<file path="src/rtl/tach_pkg.sv">
// Shared defaults, gate-length helper and the saturating step used by every tachometer channel.
package tach_pkg;

  localparam int DEF_NUM_CH      = 2;
  localparam int DEF_CLOCK_FREQ  = 100000000;
  localparam int DEF_GATE_HZ     = 1000;
  localparam int DEF_COUNT_W     = 16;
  localparam int DEF_SYNC_STAGES = 2;

  typedef logic [DEF_COUNT_W-1:0] count_t;

  typedef struct packed {
    logic        sat;
    logic [31:0] value;
  } sat_res_t;

  function automatic int unsigned gate_clks(input int unsigned clock_freq,
                                            input int unsigned gate_hz);
    return clock_freq / gate_hz;
  endfunction

  // One counting step on a width-bit accumulator (width <= 32); sat flags a count that was lost.
  function automatic sat_res_t sat_step(input logic [31:0] acc,
                                        input logic        inc,
                                        input logic        down,
                                        input int unsigned width,
                                        input logic        is_signed);
    logic [31:0] mask;
    logic [31:0] max_v;
    logic [31:0] min_v;
    sat_res_t    r;
    mask = (width >= 32) ? '1 : ((32'd1 << width) - 32'd1);
    if (is_signed) begin
      max_v = (32'd1 << (width - 1)) - 32'd1;
      min_v = 32'd1 << (width - 1);
    end else begin
      max_v = mask;
      min_v = '0;
    end
    r.sat   = 1'b0;
    r.value = acc & mask;
    if (inc) begin
      if (!down) begin
        if (r.value == max_v) r.sat = 1'b1;
        else                  r.value = (r.value + 32'd1) & mask;
      end else begin
        if (r.value == min_v) r.sat = 1'b1;
        else                  r.value = (r.value - 32'd1) & mask;
      end
    end
    return r;
  endfunction

endpackage

</file>
<file path="src/rtl/tachometer_mc_channel.sv">
// One encoder channel: synchroniser, rising-edge detector, saturating accumulator, output latch.
// TACH_DIR_EN adds the quadrature B input and switches to signed up/down counting.
module tach_channel
  import tach_pkg::*;
#(
  parameter int COUNT_W     = DEF_COUNT_W,
  parameter int SYNC_STAGES = DEF_SYNC_STAGES
) (
  input  logic               clk,
  input  logic               srst,
  input  logic               enable,
  input  logic               clear,
  input  logic               publish,
  input  logic               encoder_a,
`ifdef TACH_DIR_EN
  input  logic               encoder_b,
`endif
  output logic [COUNT_W-1:0] count_out,
  output logic               overflow
);

  typedef logic [COUNT_W-1:0] cnt_t;

  logic [SYNC_STAGES-1:0] sync_a_q, sync_a_d;
  logic                   hist_q, hist_d;
  cnt_t                   acc_q, acc_d;
  logic                   sticky_q, sticky_d;
  cnt_t                   count_q, count_d;
  logic                   ovf_q, ovf_d;
  logic                   edge_det;
  logic                   down;
  sat_res_t               step;

`ifdef TACH_DIR_EN
  localparam logic SIGNED_MODE = 1'b1;
  logic [SYNC_STAGES-1:0] sync_b_q, sync_b_d;

  always_comb begin
    sync_b_d = {sync_b_q[SYNC_STAGES-2:0], encoder_b};
    down     = sync_b_q[SYNC_STAGES-1];
  end

  always_ff @(posedge clk) begin
    if (srst) sync_b_q <= '0;
    else      sync_b_q <= sync_b_d;
  end
`else
  localparam logic SIGNED_MODE = 1'b0;
  assign down = 1'b0;
`endif

  assign edge_det = sync_a_q[SYNC_STAGES-1] & ~hist_q;

  always_comb begin
    sync_a_d = {sync_a_q[SYNC_STAGES-2:0], encoder_a};
    hist_d   = sync_a_q[SYNC_STAGES-1];
    step     = sat_step(32'(acc_q), edge_det, down, COUNT_W, SIGNED_MODE);
    acc_d    = acc_q;
    sticky_d = sticky_q;
    count_d  = count_q;
    ovf_d    = ovf_q;
    if (clear) begin
      acc_d    = '0;
      sticky_d = 1'b0;
    end else if (publish) begin
      // An edge landing on the terminal cycle belongs to the window being closed.
      count_d  = COUNT_W'(step.value);
      ovf_d    = sticky_q | step.sat;
      acc_d    = '0;
      sticky_d = 1'b0;
    end else if (enable) begin
      acc_d    = COUNT_W'(step.value);
      sticky_d = sticky_q | step.sat;
    end
  end

  always_ff @(posedge clk) begin
    if (srst) begin
      sync_a_q <= '0;
      hist_q   <= 1'b0;
      acc_q    <= '0;
      sticky_q <= 1'b0;
      count_q  <= '0;
      ovf_q    <= 1'b0;
    end else begin
      sync_a_q <= sync_a_d;
      hist_q   <= hist_d;
      acc_q    <= acc_d;
      sticky_q <= sticky_d;
      count_q  <= count_d;
      ovf_q    <= ovf_d;
    end
  end

  assign count_out = count_q;
  assign overflow  = ovf_q;

endmodule

</file>
<file path="src/rtl/tachometer_mc.sv">
// Multi-channel encoder tachometer: gate counter, publish strobe and NUM_CH channel instances.
// Define TACH_DIR_EN for the encoder_b port and signed quadrature counting.
module tachometer_mc
  import tach_pkg::*;
#(
  parameter int NUM_CH      = DEF_NUM_CH,
  parameter int CLOCK_FREQ  = DEF_CLOCK_FREQ,
  parameter int GATE_HZ     = DEF_GATE_HZ,
  parameter int COUNT_W     = DEF_COUNT_W,
  parameter int SYNC_STAGES = DEF_SYNC_STAGES
) (
  input  logic                      clock,
  input  logic                      system_reset,
  input  logic                      enable,
  input  logic [NUM_CH-1:0]         encoder_in,
`ifdef TACH_DIR_EN
  input  logic [NUM_CH-1:0]         encoder_b,
`endif
  output logic [NUM_CH*COUNT_W-1:0] count_out,
  output logic [NUM_CH-1:0]         overflow,
  output logic                      sample_valid
);

  localparam int unsigned GATE_CLKS = gate_clks(CLOCK_FREQ, GATE_HZ);
  localparam int          GATE_W    = $clog2(GATE_CLKS);

  logic [GATE_W-1:0] gate_q, gate_d;
  logic              valid_q, valid_d;
  logic              terminal;

  assign terminal = enable && (gate_q == GATE_W'(GATE_CLKS - 1));

  always_comb begin
    gate_d  = gate_q + GATE_W'(1);
    valid_d = terminal;
    if (!enable || terminal) gate_d = '0;
  end

  always_ff @(posedge clock) begin
    if (system_reset) begin
      gate_q  <= '0;
      valid_q <= 1'b0;
    end else begin
      gate_q  <= gate_d;
      valid_q <= valid_d;
    end
  end

  assign sample_valid = valid_q;

  for (genvar gi = 0; gi < NUM_CH; gi++) begin : g_ch
    tach_channel #(
      .COUNT_W     (COUNT_W),
      .SYNC_STAGES (SYNC_STAGES)
    ) u_ch (
      .clk       (clock),
      .srst      (system_reset),
      .enable    (enable),
      .clear     (~enable),
      .publish   (terminal),
      .encoder_a (encoder_in[gi]),
`ifdef TACH_DIR_EN
      .encoder_b (encoder_b[gi]),
`endif
      .count_out (count_out[gi*COUNT_W +: COUNT_W]),
      .overflow  (overflow[gi])
    );
  end

endmodule

</file>
<file path="config.mk">
export PLATFORM = sky130hd
export DESIGN_NAME = tachometer_mc
export DESIGN_NICKNAME = d
export VERILOG_FILES = /design/src/rtl/tach_pkg.sv /design/src/rtl/tachometer_mc_channel.sv /design/src/rtl/tachometer_mc.sv
export SDC_FILE = /design/constraint.sdc
export NUM_CORES = 1
export LEC_CHECK = 0
export CORE_UTILIZATION = 40
export CTS_BUF_LIST = sky130_fd_sc_hd__clkbuf_4
export CTS_CLUSTER_SIZE = 12
export DETAILED_ROUTE_END_ITERATION = 12
export PLACE_DENSITY = 0.6
export SKIP_LAST_GASP = 1
export SYNTH_ARGS = -nofsm -noshare
export SYNTH_HDL_FRONTEND = slang
export SYNTH_HIERARCHICAL = 1
export SYNTH_SLANG_ARGS = --single-unit
</file>
<file path="constraint.sdc">
create_clock -name clock -period 3 [get_ports clock]
set_clock_uncertainty 0.2 [all_clocks]
set_input_delay 0.75 -clock clock [delete_from_list [all_inputs] [get_ports clock]]
set_output_delay 0.75 -clock clock [all_outputs]
set_load 0.02 [all_outputs]
</file>
-- Word-level counts from Yosys, hierarchy flattened
Cells that the tools add are included.
- equality and inequality tests: 3
- reduce and logical (&&, ||, !) cells: 6
- add/subtract/negate cells: 3
- bitwise logic cells: 7
- multiplexer cells: 6
- operators by type and width (operator ; count):
    $mux 33 ; 2
    $add 16x1->16 const B ; 2
    $eq 16x16->1 const B ; 2
    $mux 16 ; 2
    $add 17x1->17 const B ; 1
    $eq 17x17->1 const B ; 1
    $not 1->1 ; 3
    $reduce_or 3->1 ; 1
    $and 1x1->1 ; 2
    $mux 1 ; 2
    $or 1x1->1 ; 2
    $reduce_and 2->1 ; 1
    $reduce_or 2->1 ; 1
    $logic_and 1x1->1 ; 1
    $logic_not 1->1 ; 1
    $logic_or 1x1->1 ; 1
- logic and storage cells: 39
- output and inout port bits: 35
- flip-flop bits (word level): 92

-- Depth between registers and ports, before layout
Gate-level depths: netlist of the first run.
- depth after elaboration: 4
- gate-level depth with buffers: 10
- depth with buffers taken out: 8

-- Cells and area by module
The synthesis of the first run kept the hierarchy.
- by module, submodules not included (module ; area each (um2) ; cells each ; sequential area each (um2) ; instances):
    tach_channel ; 1780.5 ; 208 ; 740.7 ; 2
    tachometer_mc ; 790.8 ; 91 ; 360.3 ; 1

-- Worst setup path before layout of the first run
No wires, ideal clock.
- path type: register to register
- from: register gate_q[0]
- to: register g_ch[0].u_ch.count_q[12]
- arrival: 2.127 ns
- buffers on the path: 3
- required time: 2.729 ns
- setup slack: 0.602 ns
- period minus slack after synthesis: 2.398 ns
- cell stages (with the launch flop): 11
- path through: dfxtp_1 -> ha_1 -> and4_1 -> buf_4 -> nand4_1 -> nor2_1 -> nor2b_1 -> clkbuf_1 -> clkbuf_1 -> o211ai_1 -> a21oi_1
- longest elaborated chain between the ends: 3
- ends and longest elaborated chain (item ; line ; RTL):
    start, declared ; tachometer_mc.sv:27 ; logic [GATE_W-1:0] gate_q, gate_d;
    start signal, assigned ; tachometer_mc.sv:44 ; gate_q <= gate_d;
    $eq 17x17->1 ; tachometer_mc.sv:31 ; assign terminal = enable && (gate_q == GATE_W'(GATE_CLKS - 1));
    $logic_and 1x1->1 ; tachometer_mc.sv:31 ;
    named net terminal ; tachometer_mc.sv:29 ; logic terminal;
    $reduce_and 2->1 (no line) ; - ;
    end signal, assigned ; tachometer_mc_channel.sv:90 ; count_q <= count_d;
    end, declared ; tachometer_mc_channel.sv:28 ; cnt_t count_q, count_d;
The timed path passes the listed nets, and every way through them passes these cells.
A chain may end at the register's enable or synchronous reset.

-- Worst setup path in the final report of the first run
- from: register gate_q[0]
- to: register g_ch[1].u_ch.count_q[3]
- longest elaborated chain between the ends: 3
- ends and longest elaborated chain (item ; line):
    $eq 17x17->1 ; tachometer_mc.sv:31
    $logic_and 1x1->1 ; tachometer_mc.sv:31
    named net terminal ; tachometer_mc.sv:29
    $reduce_and 2->1 (no line) ; -
    end signal, assigned ; tachometer_mc_channel.sv:90
    end, declared ; tachometer_mc_channel.sv:28
The timed path passes the listed nets, and every way through them passes these cells.

==> results.json, run 1 <==
{
  "synth_area_leaders": "dfxtp_1 42%, nor2_1 7.0%, xnor2_1 6.2%",
  "setup_slack_ps": 395,
  "worst-slew-pin-transition_ps": 771,
  "numPortBuffers": 39,
  "cap_violations": 0,
  "synth_top_family_by_area": "simple AND/OR/NAND/NOR gates",
  "synthSimpleGateAreaFrac_pct": 31.2,
  "antenna_cells": 0,
  "critPathRequiredTime_ps": 3140,
  "final-max-slew-violation-count": 0,
  "drt_wl_total_um": 9540,
  "cts_buffers": 9,
  "gr-total-overflow": 0,
  "final-hold-violation-count": 0,
  "grt_pass1_vias": 3436,
  "cts_hold_buf": 0,
  "syn_inst": 507,
  "cts_buffer_depth": 2,
  "synth.area.mux_share_pct": 0.460,
  "core_um2": 10400,
  "period_needed_ps": 2600,
  "avgViaCountPerCell": 5.40,
  "p_seq_share_pct": 66.8,
  "antenna_found_initial": 0,
  "hold_path.class": "flip-flop to flip-flop",
  "root_buffer": "clkbuf_4",
  "avgSynthCellArea_um2": 8.58,
  "min_period_over_period_pct": 86.8,
  "startpoint_type": "flip-flop",
  "powerDensity_nw_per_um2": 373,
  "htree_levels": 3,
  "synthAdderAreaFrac_pct": 0.863,
  "internal-power_uw": 1410,
  "pin_count": 40,
  "critPathCaptureType": "flip-flop",
  "area_delta_synth_final_pct": 13.5,
  "synth_compound_area_share_pct": 11.8,
  "dpl-instance-area_um2": 4840,
  "p_clk_share_pct": 30.1,
  "finalPower_uw": 1840,
  "crit_type": "flip-flop to flip-flop",
  "initial_core_util_pct": 41.8,
  "synthesis.nets": 515,
  "first_pass_iters": 4,
  "drt-initial-drc-count": 126,
  "crit_top_cell": "nor2_1",
  "fmax_mhz": 384,
  "rows": 37,
  "relSlewSlack_pct": 48.2,
  "ys_warn_count": 6,
  "slowest_stage": "dfxtp_1",
  "ys_types": 44,
  "cts_tree": "built",
  "place_ws_ps": 243,
  "rsz0062_at_grt": "false",
  "post_cts_buffers": 0,
  "grt_max_degree": 34,
  "synthesis.area_um2": 4350,
  "critPathBufInv": 1,
  "stdcell_area_um2": 4940,
  "path_max_fanout": 25,
  "finalNetCount": 544,
  "irDropWorstVdd_mv": 0.167,
  "synth_seq_cells": 92,
  "switching_share_pct": 23.5,
  "tns_ps": 0,
  "synth.most_common_cell": "dfxtp_1",
  "dp_hpwl_um": 6600,
  "synth_xor_area_share_pct": 10.3,
  "gr-usage-all-layers_pct": 18.3,
  "crit_chain": "ha_1 > and4_1 > nand4_1 > nor2_1 > nor2b_2 > buf_4 > nor2_1 > a311oi_1",
  "status": "complete, no violations",
  "wl_per_cell_um": 14.1,
  "synth-edff-count": 0,
  "max_stage_delay_ps": 410,
  "power_frac_comb_pct": 3.1,
  "cts.sinks": 92,
  "ant_nets": 0,
  "async_flop_share_pct": 0,
  "yosys.area.top_type": "dfxtp_1",
  "route.detailed.drc": 0,
  "yosysSeqAreaShare_pct": 42.3,
  "insertion_delay_ps": 430,
  "synthTopCellsByCount": "92 x dfxtp_1, 81 x nor2_1, 35 x nor3_1, 31 x xnor2_1",
  "synth_top_area_share_pct": 42.3,
  "via_count": 3646,
  "clkTransAtPathRegs_ps": 130,
  "dieArea_um2": 11300,
  "final_core_util_pct": 47.4,
  "die_x_um": 106,
  "ctsResizeCount": 0,
  "synthFlopType": "dfxtp_1",
  "p_leak_uw": 0.00144,
  "drive_above_1_share_pct": 8.35,
  "grt_pass1_wl_um": 16400,
  "critPathTopFamily": "simple AND/OR/NAND/NOR gates",
  "die_y_um": 106,
  "arrival_ps": 2740,
  "final-setup-viol-count": 0,
  "switching_power_uw": 433,
  "place_congestion": 0.805
}
cells in the final DEF, fill, tap and decap left out, drive strengths merged, types with 3 or more instances in the layout:
cell / n
dfxtp: 92
nor2: 81
clkdlybuf4s50: 38
nor3: 35
xnor2: 31
nand3: 26
nand2: 25
a211oi: 24
a21oi: 22
xor2: 20
nand4: 20
o21ai: 15
or3: 15
clkbuf: 10
nor2b: 10
or2: 9
buf: 8
and4: 7
nor4: 7
inv: 4
nand2b: 4
o211ai: 4
a311oi: 4
clkinv: 4
nor4b: 3
nor3b: 3
or4: 3
ha: 3
path summary, 6_finish.rpt:
kind | start | to | slack (ps) | cells after the start
worst max-delay path | gate_q[0]$_SDFF_PP0_ | g_ch[1].u_ch/count_out[3]$_SDFFE_PP0P_ | 400 | 8
worst min-delay path | g_ch[0].u_ch/sync_a_q[0]$_SDFF_PP0_ | g_ch[0].u_ch/sync_a_q[1]$_SDFF_PP0_ | 260 | 1
worst max register to register | gate_q[0]$_SDFF_PP0_ | g_ch[1].u_ch/count_out[3]$_SDFFE_PP0P_ | 400 | 8
worst min register to register | g_ch[0].u_ch/sync_a_q[0]$_SDFF_PP0_ | g_ch[0].u_ch/sync_a_q[1]$_SDFF_PP0_ | 260 | 1
metal layers:
layer,up-vias,track usage [%],part of all wire (%)
met2,81,29.1,46
met4,0,7.04,1.5
li1,1862,-,-
met3,9,4.05,4.5
met1,1694,24.0,48
met5,-,0,0
stage by stage:
| step | hold slack (ps) | std cells |
|---|---|---|
| 3_5_place_dp | 227 | 661 |
| 6_report | 257 | 675 |
| 2_1_floorplan | 214 | 507 |
| 4_1_cts | 262 | 675 |
| 5_1_grt | 274 | 675 |
| 3_3_place_gp | 225 | 661 |
cells by family after synthesis:
kind of cell / Yosys count
and+or+nand+nor: 251
DFF: 92
AOI/OAI and AO/OA: 76
xor gates and xnor gates: 51
buffers and inverters: 32
adders and majority gates: 3
muxes: 2
sequential cells by signal, indices dropped and copies added, names as in the netlist:
register / count
g_ch.u_ch/acc_q: 32
g_ch.u_ch/count_out: 32
g_ch.u_ch/hist_q: 2
g_ch.u_ch/overflow: 2
g_ch.u_ch/sticky_q: 2
g_ch.u_ch/sync_a_q: 4
gate_q: 17
sample_valid: 1
area by class of cell:
class / instances / area [µm²]
Tap cell: 136 / 170
Sequential cell: 92 / 1840
Timing Repair Buffer: 46 / 438
Clock buffer: 10 / 75.1
Clock inverter: 4 / 18.8
Inverter: 4 / 15.0
Fill cell: 1036 / 5480
Multi-Input combinational cell: 383 / 2380
worst reg2reg max path, delay by kind of cell, from the launching register on:
kind | cells | cell delay (ps)
adder cells (fa/ha/maj) | 1 | 240
flip-flops | 1 | 410
AND/OR/NAND/NOR | 5 | 1130
buffers and inverters | 1 | 280
AO/OA/AOI/OAI | 1 | 250
power by group through the flow:
stage / Sequential (µW) / Clock, µW / Combinational, µW
after floorplan: 1260 / 0 / 38.5
after global placement: 1260 / 0 / 56.5
after detailed placement: 1260 / 0 / 57.2
after CTS: 1230 / 590 / 57.6
after global routing: 1230 / 647 / 63.7
final: 1230 / 555 / 57.1
(Power assumes the default switching activity.)
==> inputs of run 2 (changes only) <==
HOLD_SLACK_MARGIN = 0.06   (was default)
==> results of run 2 <==
No change in the layout: final DEF, timing and power equal those of run 1.
==> inputs of run 3 (changes only) <==
CORE_MARGIN = 8   (was default)
DONT_BUFFER_PORTS = 1   (was default)
GPL_ROUTABILITY_DRIVEN = 0   (was default)
PLACE_DENSITY = 0.55   (was 0.6)
==> run 3 against run 2 <==
  * Non-clock buffer count shrank 41
  * Flip-flop and latch count is the same
  * Register-to-register slack gained 95 ps
  * Core utilization shrank 4.8 points
  * Via count shrank 5.3%
  * Wire length shrank 1.1%
  * Clock power grew 21%
  * Global-route usage shrank 4.9 points
  * First-iteration DRC count grew 67%
  * Sequential share of layout area grew 2.9 points
==> results.json, run 3 (synthesis gave the netlist of run 1 again) <==
{
  "via_count": 3452,
  "fill_cells": 1092,
  "irDropWorstVdd_mv": 0.187,
  "gr-total-overflow": 0,
  "worstSetupEndpoint": "g_ch[0].u_ch/count_out[3]$_SDFFE_PP0P_",
  "avgViaCountPerCell": 5.39,
  "rows": 38,
  "placedCellCount": 624,
  "finalNetCount": 503,
  "grt_pass1_wl_um": 15800,
  "wl_per_cell_um": 14.7,
  "final_common_cell": "dfxtp_1",
  "r2r_slack_ps": 490,
  "htree_levels": 3,
  "ctsResizeCount": 0,
  "final-hold-violation-count": 0,
  "gr-usage-all-layers_pct": 13.4,
  "post_cts_buffers": 0,
  "antenna_cells": 0,
  "pin_count": 40,
  "period_needed_ps": 2510,
  "arrival_ps": 2680,
  "relSlewSlack_pct": 51.5,
  "cts_buffer_depth": 2,
  "dieArea_um2": 14500,
  "drt-initial-drc-count": 210,
  "die_x_um": 120,
  "r2r-end": "g_ch[0].u_ch/count_out[3]$_SDFFE_PP0P_",
  "numPortBuffers": 0,
  "powerDensity_nw_per_um2": 422,
  "fin_cells": 640,
  "clkTransAtPathRegs_ps": 150,
  "area_delta_synth_final_pct": 5.29,
  "cts_hold_buf": 0,
  "tns_ps": 0,
  "die_y_um": 120,
  "drive_above_1_share_pct": 8.80,
  "rsz0062_at_grt": "false",
  "startpoint": "gate_q[0]$_SDFF_PP0_",
  "core_um2": 10700,
  "drt_wl_total_um": 9430,
  "dp_hpwl_um": 6430,
  "hold_path.class": "input port to flip-flop",
  "worst-slew-pin-transition_ps": 719,
  "ant_nets": 0,
  "cap_violations": 0,
  "crit_type": "flip-flop to flip-flop",
  "grt_pass1_vias": 3164,
  "finalPower_uw": 1930,
  "r2r-start": "gate_q[0]$_SDFF_PP0_",
  "first_pass_iters": 4,
  "mostFrequentLayoutCells": "92 x dfxtp_1, 81 x nor2_1, 35 x nor3_1",
  "min_period_over_period_pct": 83.7,
  "initial_core_util_pct": 40.5,
  "status": "complete, no violations",
  "grt_max_degree": 45,
  "insertion_delay_ps": 460,
  "final-max-slew-violation-count": 0,
  "p_leak_uw": 0.00131,
  "stdcell_area_um2": 4580,
  "path_max_fanout": 25,
  "cts_tree": "built",
  "antenna_found_initial": 0,
  "reg2regPathDepth": 8,
  "cts.sinks": 92,
  "critPathRequiredTime_ps": 3170,
  "dpl-instance-area_um2": 4450,
  "cts_buffers": 9,
  "fmax_mhz": 398,
  "root_buffer": "clkbuf_4",
  "final-setup-viol-count": 0,
  "critPathCaptureType": "flip-flop",
  "route.detailed.drc": 0,
  "startpoint_type": "flip-flop"
}
[run 3: per-layer routing]
metal | part of all wire, % | wire length [µm] | global-route usage, %
met5 | 0 | 0 | 0
met2 | 45 | 4240 | 20.6
met1 | 48 | 4510 | 17.1
met3 | 5.5 | 514 | 3.54
met4 | 1.7 | 163 | 6.32
[run 3: how the worst min path moves through the flow]
stage / to / start / slack, ps / cells after the start
after floorplan: g_ch[0].u_ch/sync_a_q[1]$_SDFF_PP0_ / g_ch[0].u_ch/sync_a_q[0]$_SDFF_PP0_ / 210 / 1
after global placement: g_ch[0].u_ch/sync_a_q[1]$_SDFF_PP0_ / g_ch[0].u_ch/sync_a_q[0]$_SDFF_PP0_ / 220 / 1
after detailed placement: g_ch[0].u_ch/sync_a_q[1]$_SDFF_PP0_ / g_ch[0].u_ch/sync_a_q[0]$_SDFF_PP0_ / 240 / 1
after CTS: g_ch[0].u_ch/count_out[4]$_SDFFE_PP0P_ / system_reset / 100 / 1
after global routing: g_ch[0].u_ch/count_out[6]$_SDFFE_PP0P_ / system_reset / 110 / 1
final: g_ch[0].u_ch/count_out[7]$_SDFFE_PP0P_ / system_reset / 140 / 1
[run 3: through the flow]
stage / worst slack [ps] / util (%) / hold WS (ps)
2_1_floorplan: 602 / - / 214
3_3_place_gp: 584 / 41.4 / 220
6_report: 490 / 42.6 / 141
4_1_cts: 466 / 42.6 / 101
3_5_place_dp: 490 / 41.4 / 239
5_1_grt: 199 / 42.6 / 105
[run 3: power breakdown]
part           leakage (µW)  internal (µW)  switching [µW]
Sequential         0.000742           1230            3.27
Clock             0.0000712            256             414
Combinational      0.000494           11.3            23.5
[run 3: final cells by class]
cell class | count | area [µm²] | area share, %
clock inverter | 6 | 55.1 | 1.20
multi-input combinational | 383 | 2380 | 52.0
timing repair buffer | 5 | 37.5 | 0.819
sequential | 92 | 1840 | 40.2
tap | 140 | 175 | 3.82
inverter | 4 | 15.0 | 0.328
clock buffer | 10 | 75.1 | 1.64
[run 3: worst max-delay path, cell delays in order, from the launching register on]
cell      delay, ps
dfxtp_1         410
ha_1            250
and4_1          350
nand4_1         180
nor2_1          280
nor2b_2         190
buf_4           270
nor2_1           60
a311oi_1        230
